==> src/rtl/mux16_merge.sv <==
// Two-source to one-sink stream merger with round-robin arbitration,
// burst locking on the granted source and a registered output stage.
module mux16_merge #(
    parameter int WIDTH = 16
) (
    input  logic             clk,
    input  logic             rst_n,
    input  logic [WIDTH-1:0] a_data,
    input  logic             a_valid,
    input  logic             a_last,
    output logic             a_ready,
    input  logic [WIDTH-1:0] b_data,
    input  logic             b_valid,
    input  logic             b_last,
    output logic             b_ready,
    output logic [WIDTH-1:0] out_data,
    output logic             out_sel,
    output logic             out_last,
    output logic             out_valid,
    input  logic             out_ready
);

    typedef enum logic [1:0] {
        IDLE   = 2'd0,
        LOCK_A = 2'd1,
        LOCK_B = 2'd2
    } state_t;

    state_t state;
    logic   rr_last;
    logic   space;
    logic   grant_a;
    logic   grant_b;
    logic   a_acc;
    logic   b_acc;

    assign space = ~out_valid | out_ready;

    // A locked source keeps its grant even while its valid is low.
    always_comb begin
        grant_a = 1'b0;
        grant_b = 1'b0;
        case (state)
            IDLE: begin
                if (a_valid && (!b_valid || rr_last)) begin
                    grant_a = 1'b1;
                end else if (b_valid) begin
                    grant_b = 1'b1;
                end
            end
            LOCK_A:  grant_a = 1'b1;
            LOCK_B:  grant_b = 1'b1;
            default: begin
                grant_a = 1'b0;
                grant_b = 1'b0;
            end
        endcase
    end

    assign a_ready = rst_n & grant_a & space;
    assign b_ready = rst_n & grant_b & space;
    assign a_acc   = a_valid & a_ready;
    assign b_acc   = b_valid & b_ready;

    always_ff @(posedge clk) begin
        if (!rst_n) begin
            out_data  <= '0;
            out_sel   <= 1'b0;
            out_last  <= 1'b0;
            out_valid <= 1'b0;
        end else if (a_acc) begin
            out_data  <= a_data;
            out_sel   <= 1'b0;
            out_last  <= a_last;
            out_valid <= 1'b1;
        end else if (b_acc) begin
            out_data  <= b_data;
            out_sel   <= 1'b1;
            out_last  <= b_last;
            out_valid <= 1'b1;
        end else if (out_valid && out_ready) begin
            out_valid <= 1'b0;
        end
    end

    // rr_last starts at b so that a wins the first tie after reset.
    always_ff @(posedge clk) begin
        if (!rst_n) begin
            state   <= IDLE;
            rr_last <= 1'b1;
        end else begin
            case (state)
                IDLE: begin
                    if (a_acc) begin
                        rr_last <= 1'b0;
                        state   <= a_last ? IDLE : LOCK_A;
                    end else if (b_acc) begin
                        rr_last <= 1'b1;
                        state   <= b_last ? IDLE : LOCK_B;
                    end
                end
                LOCK_A: begin
                    if (a_acc && a_last) begin
                        state <= IDLE;
                    end
                end
                LOCK_B: begin
                    if (b_acc && b_last) begin
                        state <= IDLE;
                    end
                end
                default: state <= IDLE;
            endcase
        end
    end

endmodule
==> config.mk <==
export PLATFORM = sky130hd
export DESIGN_NAME = mux16_merge
export DESIGN_NICKNAME = d
export VERILOG_FILES = /design/src/rtl/mux16_merge.sv
export SDC_FILE = /design/constraint.sdc
export NUM_CORES = 1
export LEC_CHECK = 0
export ABC_CLOCK_PERIOD_IN_PS = 2900
export CORE_MARGIN = 8
export CORE_UTILIZATION = 30
export CTS_CLUSTER_SIZE = 20
export DETAILED_ROUTE_END_ITERATION = 10
export PLACE_DENSITY = 0.66
export RECOVER_POWER = 50
export SYNTH_ARGS = -nofsm -noshare
export SYNTH_HDL_FRONTEND = slang
export SYNTH_SLANG_ARGS = --single-unit
==> constraint.sdc <==
create_clock -name clk -period 2.9 [get_ports clk]
set_input_delay 0.725 -clock clk [delete_from_list [all_inputs] [get_ports clk]]
set_output_delay 0.725 -clock clk [all_outputs]
set_load 0.02 [all_outputs]
Word level (Yosys, flattened, before mapping)
Index checks and enable logic that the tools add are counted.

Equality and inequality tests: 5. Multiplexer cells: 21. Bitwise logic cells: 9. Reduce and logical (&&, ||, !) cells: 12.

Operators by type and width (number): two-way mux 16 bit (2); two-way mux 1 bit (11); two-way mux 2 bit (5); bitwise AND 1 bit (6); one-hot mux 2 bit (3 select lines) (1); logical AND 1 bit (4); inequality test 2 bit, second input constant (2); one-hot mux 1 bit (2 select lines) (2); inequality test 3 bit, second input constant (1); AND reduction 3 bit (1); nonzero test 3 bit (1); == test 2 x 1 -> 1 bit, second input constant (1); == test 2 bit, second input constant (1); logical NOT 2 bit (1); NOT 1 bit (2); AND reduction 2 bit (1); nonzero test 2 bit (1); OR reduction 2 bit (1); logical NOT 1 bit (1); logical OR 1 bit (1); bitwise OR 1 bit (1).

Flip-flop bits (word level): 22. Input bits: 39. Output and inout port bits: 21. Word-level logic and storage cells: 53.

Logic depth before layout (Yosys ltp)
Depth in word-level cells: 11. Gate-level depth with buffers: 6.

Worst setup path after synthesis
No wires, ideal clock.

Kind: input-to-output. Start point: input rst_n. End point: output a_ready. Arrival time: 1.448 ns. Required time: 2.175 ns. Slack: 0.727 ns. Stages: 4. Path buffers: 1. Path through: buf_4 > and2b_4 > nand2_1 > a21oi_1.

Word-level cells in the longest chain between the ends: 2.

RTL lines: start, declared (RTL line 7) `input logic rst_n,`; bitwise AND 1 bit (2 in series) (RTL line 60) `assign a_ready = rst_n & grant_a & space;`; end, declared (RTL line 11) `output logic a_ready,`.

No other way between the ends.

Final worst setup path
Same ends and word-level chain as after synthesis.

==> metrics.yaml <==
cells_and_area:
  stdcell_area_um2: 1740
  fill_cells: 349
  drive_above_1_share_pct: 11.8
  layout_common_cells: "clkdlybuf4s50_1 (40), dfxtp_1 (22), mux2i_1 (17), o2bb2ai_1 (17), dlygate4sd3_1 (17)"
  n_antenna_cell: 0
  area_growth_pct: 65.6
  final_util_pct: 51.7
  nets: 202
  stdcell_count: 207
  final_common_cell: "clkdlybuf4s50_1"
floorplan:
  pin_count: 60
  die_h_um: 75.2
  rows: 21
  die_w_um: 75.2
  coreArea_um2: 3360
  die-area_um2: 5650
  initial_utilization_pct: 31.2
clock_tree:
  cts_inserted_buffers: 3
  insertion_delay_ns: 0.30
  clock-root-buffer: "clkbuf_4"
  cts.htree.levels: 1
  cts.path.max_buffers: 2
  cts_tree: "yes"
  clk_pin_slew_ns: 0.11
  clkSinkCount: 22
  postCtsHoldBufs: 0
detailed_routing:
  drt_wl_total_um: 3130
  vias: 962
  drt_iter0_drc: 31
  route.detailed.drc: 0
  wl_per_cell_um: 15.1
  drt-pass1-iter-count: 4
  vias_per_cell: 4.65
  antenna_left: 0
global_route:
  grt_max_degree: 21
  grt_first_pass_wirelength_um: 4960
  grt_util_met2_pct: 18.6
  grt_pass1_vias: 1112
  antenna_found_initial: 0
  grt_busiest_layer: "met2"
  grt_util_met1_pct: 12.3
  gr-total-overflow: 0
  grt_usage_pct: 11.4
  use_met3_pct: 5.73
logic_synthesis:
  netlist_instances: 94
  synth-seq-area-share_pct: 41.9
  ys_seq_elements: 22
  avgSynthCellArea_um2: 11.2
  yosys_warnings: 0
  syn-num-nets: 133
  yosysUniqueCellTypes: 28
  async_flop_share_pct: 0
  synth_edf_count: 0
  synthFlopType: "dfxtp_1"
  synth_area_um2: 1050
placement:
  place_inst: 204
  io_buffers: 59
  place_congestion: 0.887
  dpl-instance-area_um2: 1730
  dpl.hpwl_um: 2540
timing:
  min_period_over_period_pct: 93.8
  tightest_slew_ns: 0.632
  slew_headroom_pct: 57.9
  finalCriticalPeriod_ns: 2.72
  rsz0062_at_grt: "no"
  max_freq_mhz: 368
  finalClockSkew_ns: 0.00339
  hold_viol_final: 0
  holdWs_ns: 0.469
  finalSetupViolations: 0
  drv_slew: 0
power:
  p_total_mw: 0.706
  p_per_area_nw_per_um2: 405
  p_leak_nw: 0.783
  vdd_drop_max_v: 0.000203
setup_path:
  crit_path_start_kind: "primary input"
  r2r-end: "out_data[10]$_SDFFE_PN0P_"
  cp-end-kind: "output port"
  cp_data_required_time_ns: 2.17
  crit-reg2reg-launch: "state[1]$_SDFFE_PN0P_"
  reg2reg_depth: 6
  criticalPathCategory: "primary input to output port"
  critPathMaxFanout: 4
  arrival_ns: 1.99
  ff2ff_setup_slack_ns: 1.05
worst_hold_path:
  hold_depth: 1
  hp-start: "out_data[6]$_SDFFE_PN0P_"
  holdPathEnd: "out_data[6]$_SDFFE_PN0P_"
  hold_path.class: "flop to flop"
run:
  timing.max_cap.violations: 0
run_status:
  status: "finished, final reports clean"
worst max path at each step:
stage,start,endpoint
2_1_floorplan,rst_n,a_ready
3_3_place_gp,rst_n,a_ready
3_5_place_dp,rst_n,a_ready
4_1_cts,rst_n,a_ready
5_1_grt,rst_n,a_ready
6_report,rst_n,a_ready
cells in the mapped netlist (2+ instances only):
cell | instances | area share, %
buf_2 | 2 | 0.95
inv_1 | 4 | 1.4
nand2_1 | 4 | 1.4
buf_6 | 3 | 3.2
mux2i_1 | 17 | 16
o21a_1 | 2 | 1.4
nor2_1 | 2 | 0.71
o2bb2ai_1 | 17 | 14
a21oi_1 | 2 | 0.95
nand2b_1 | 2 | 1.2
dfxtp_1 | 22 | 42
metrics by stage:
stage / setup slack, ns / setup TNS (ns)
2_1_floorplan: 0.727 / 0
3_3_place_gp: -0.0982 / -0.194
3_5_place_dp: -0.115 / -0.199
4_1_cts: 0.162 / 0
5_1_grt: 0.108 / 0
6_report: 0.181 / 0
power breakdown:
part,leakage (nW),internal (mW),total [mW],switching (mW)
combinational,0.587,0.124,0.225,0.102
clock,0.0138,0.0484,0.138,0.0893
sequential,0.182,0.328,0.343,0.0144
total,0.783,0.500,0.706,0.205
layer usage:
layer  up-vias  wire length [um]
met3         2               323
li1        489                 -
met5         -                 0
met1       436              1220
met2        35              1570
met4         0                15
area by class of cell:
type	instances	area, um2	share of cell area, %
clock buffer	3	22.5	1.29
timing repair buffer	70	664	38.2
tap	46	57.6	3.31
multi-input combinational	62	541	31.1
sequential	22	440	25.3
inverter	4	15.0	0.863
flip-flops by register name, summed over array words and instances, names as in the netlist:
register   flops
out_valid      1
out_data      16
out_last       1
out_sel        1
rr_last        1
state          2
worst max-delay path, cell delays in order:
cell	delay [ns]
clkdlybuf4s50_1	0.56
and2b_4	0.18
nand2_1	0.07
a21oi_1	0.11
dlygate4sd2_1	0.34
cell families (layout without fill, tap and decap cells):
group	after synthesis	in the layout	synth area share, %
AO/OA/AOI/OAI	29	29	25.2
flip-flops	22	22	41.9
multiplexers	17	17	16.2
AND/OR/NAND/NOR	16	16	10.4
buffers and inverters	10	77	6.31
timing repair:
| item | 4_1_cts | 5_1_grt |
|---|---|---|
| buffers inserted | 0 | 0 |
| resized for setup | 2 | 0 |
| endpoints found under the setup margin | 2 | 0 |
Note: power is estimated with default switching activity, not from simulation.
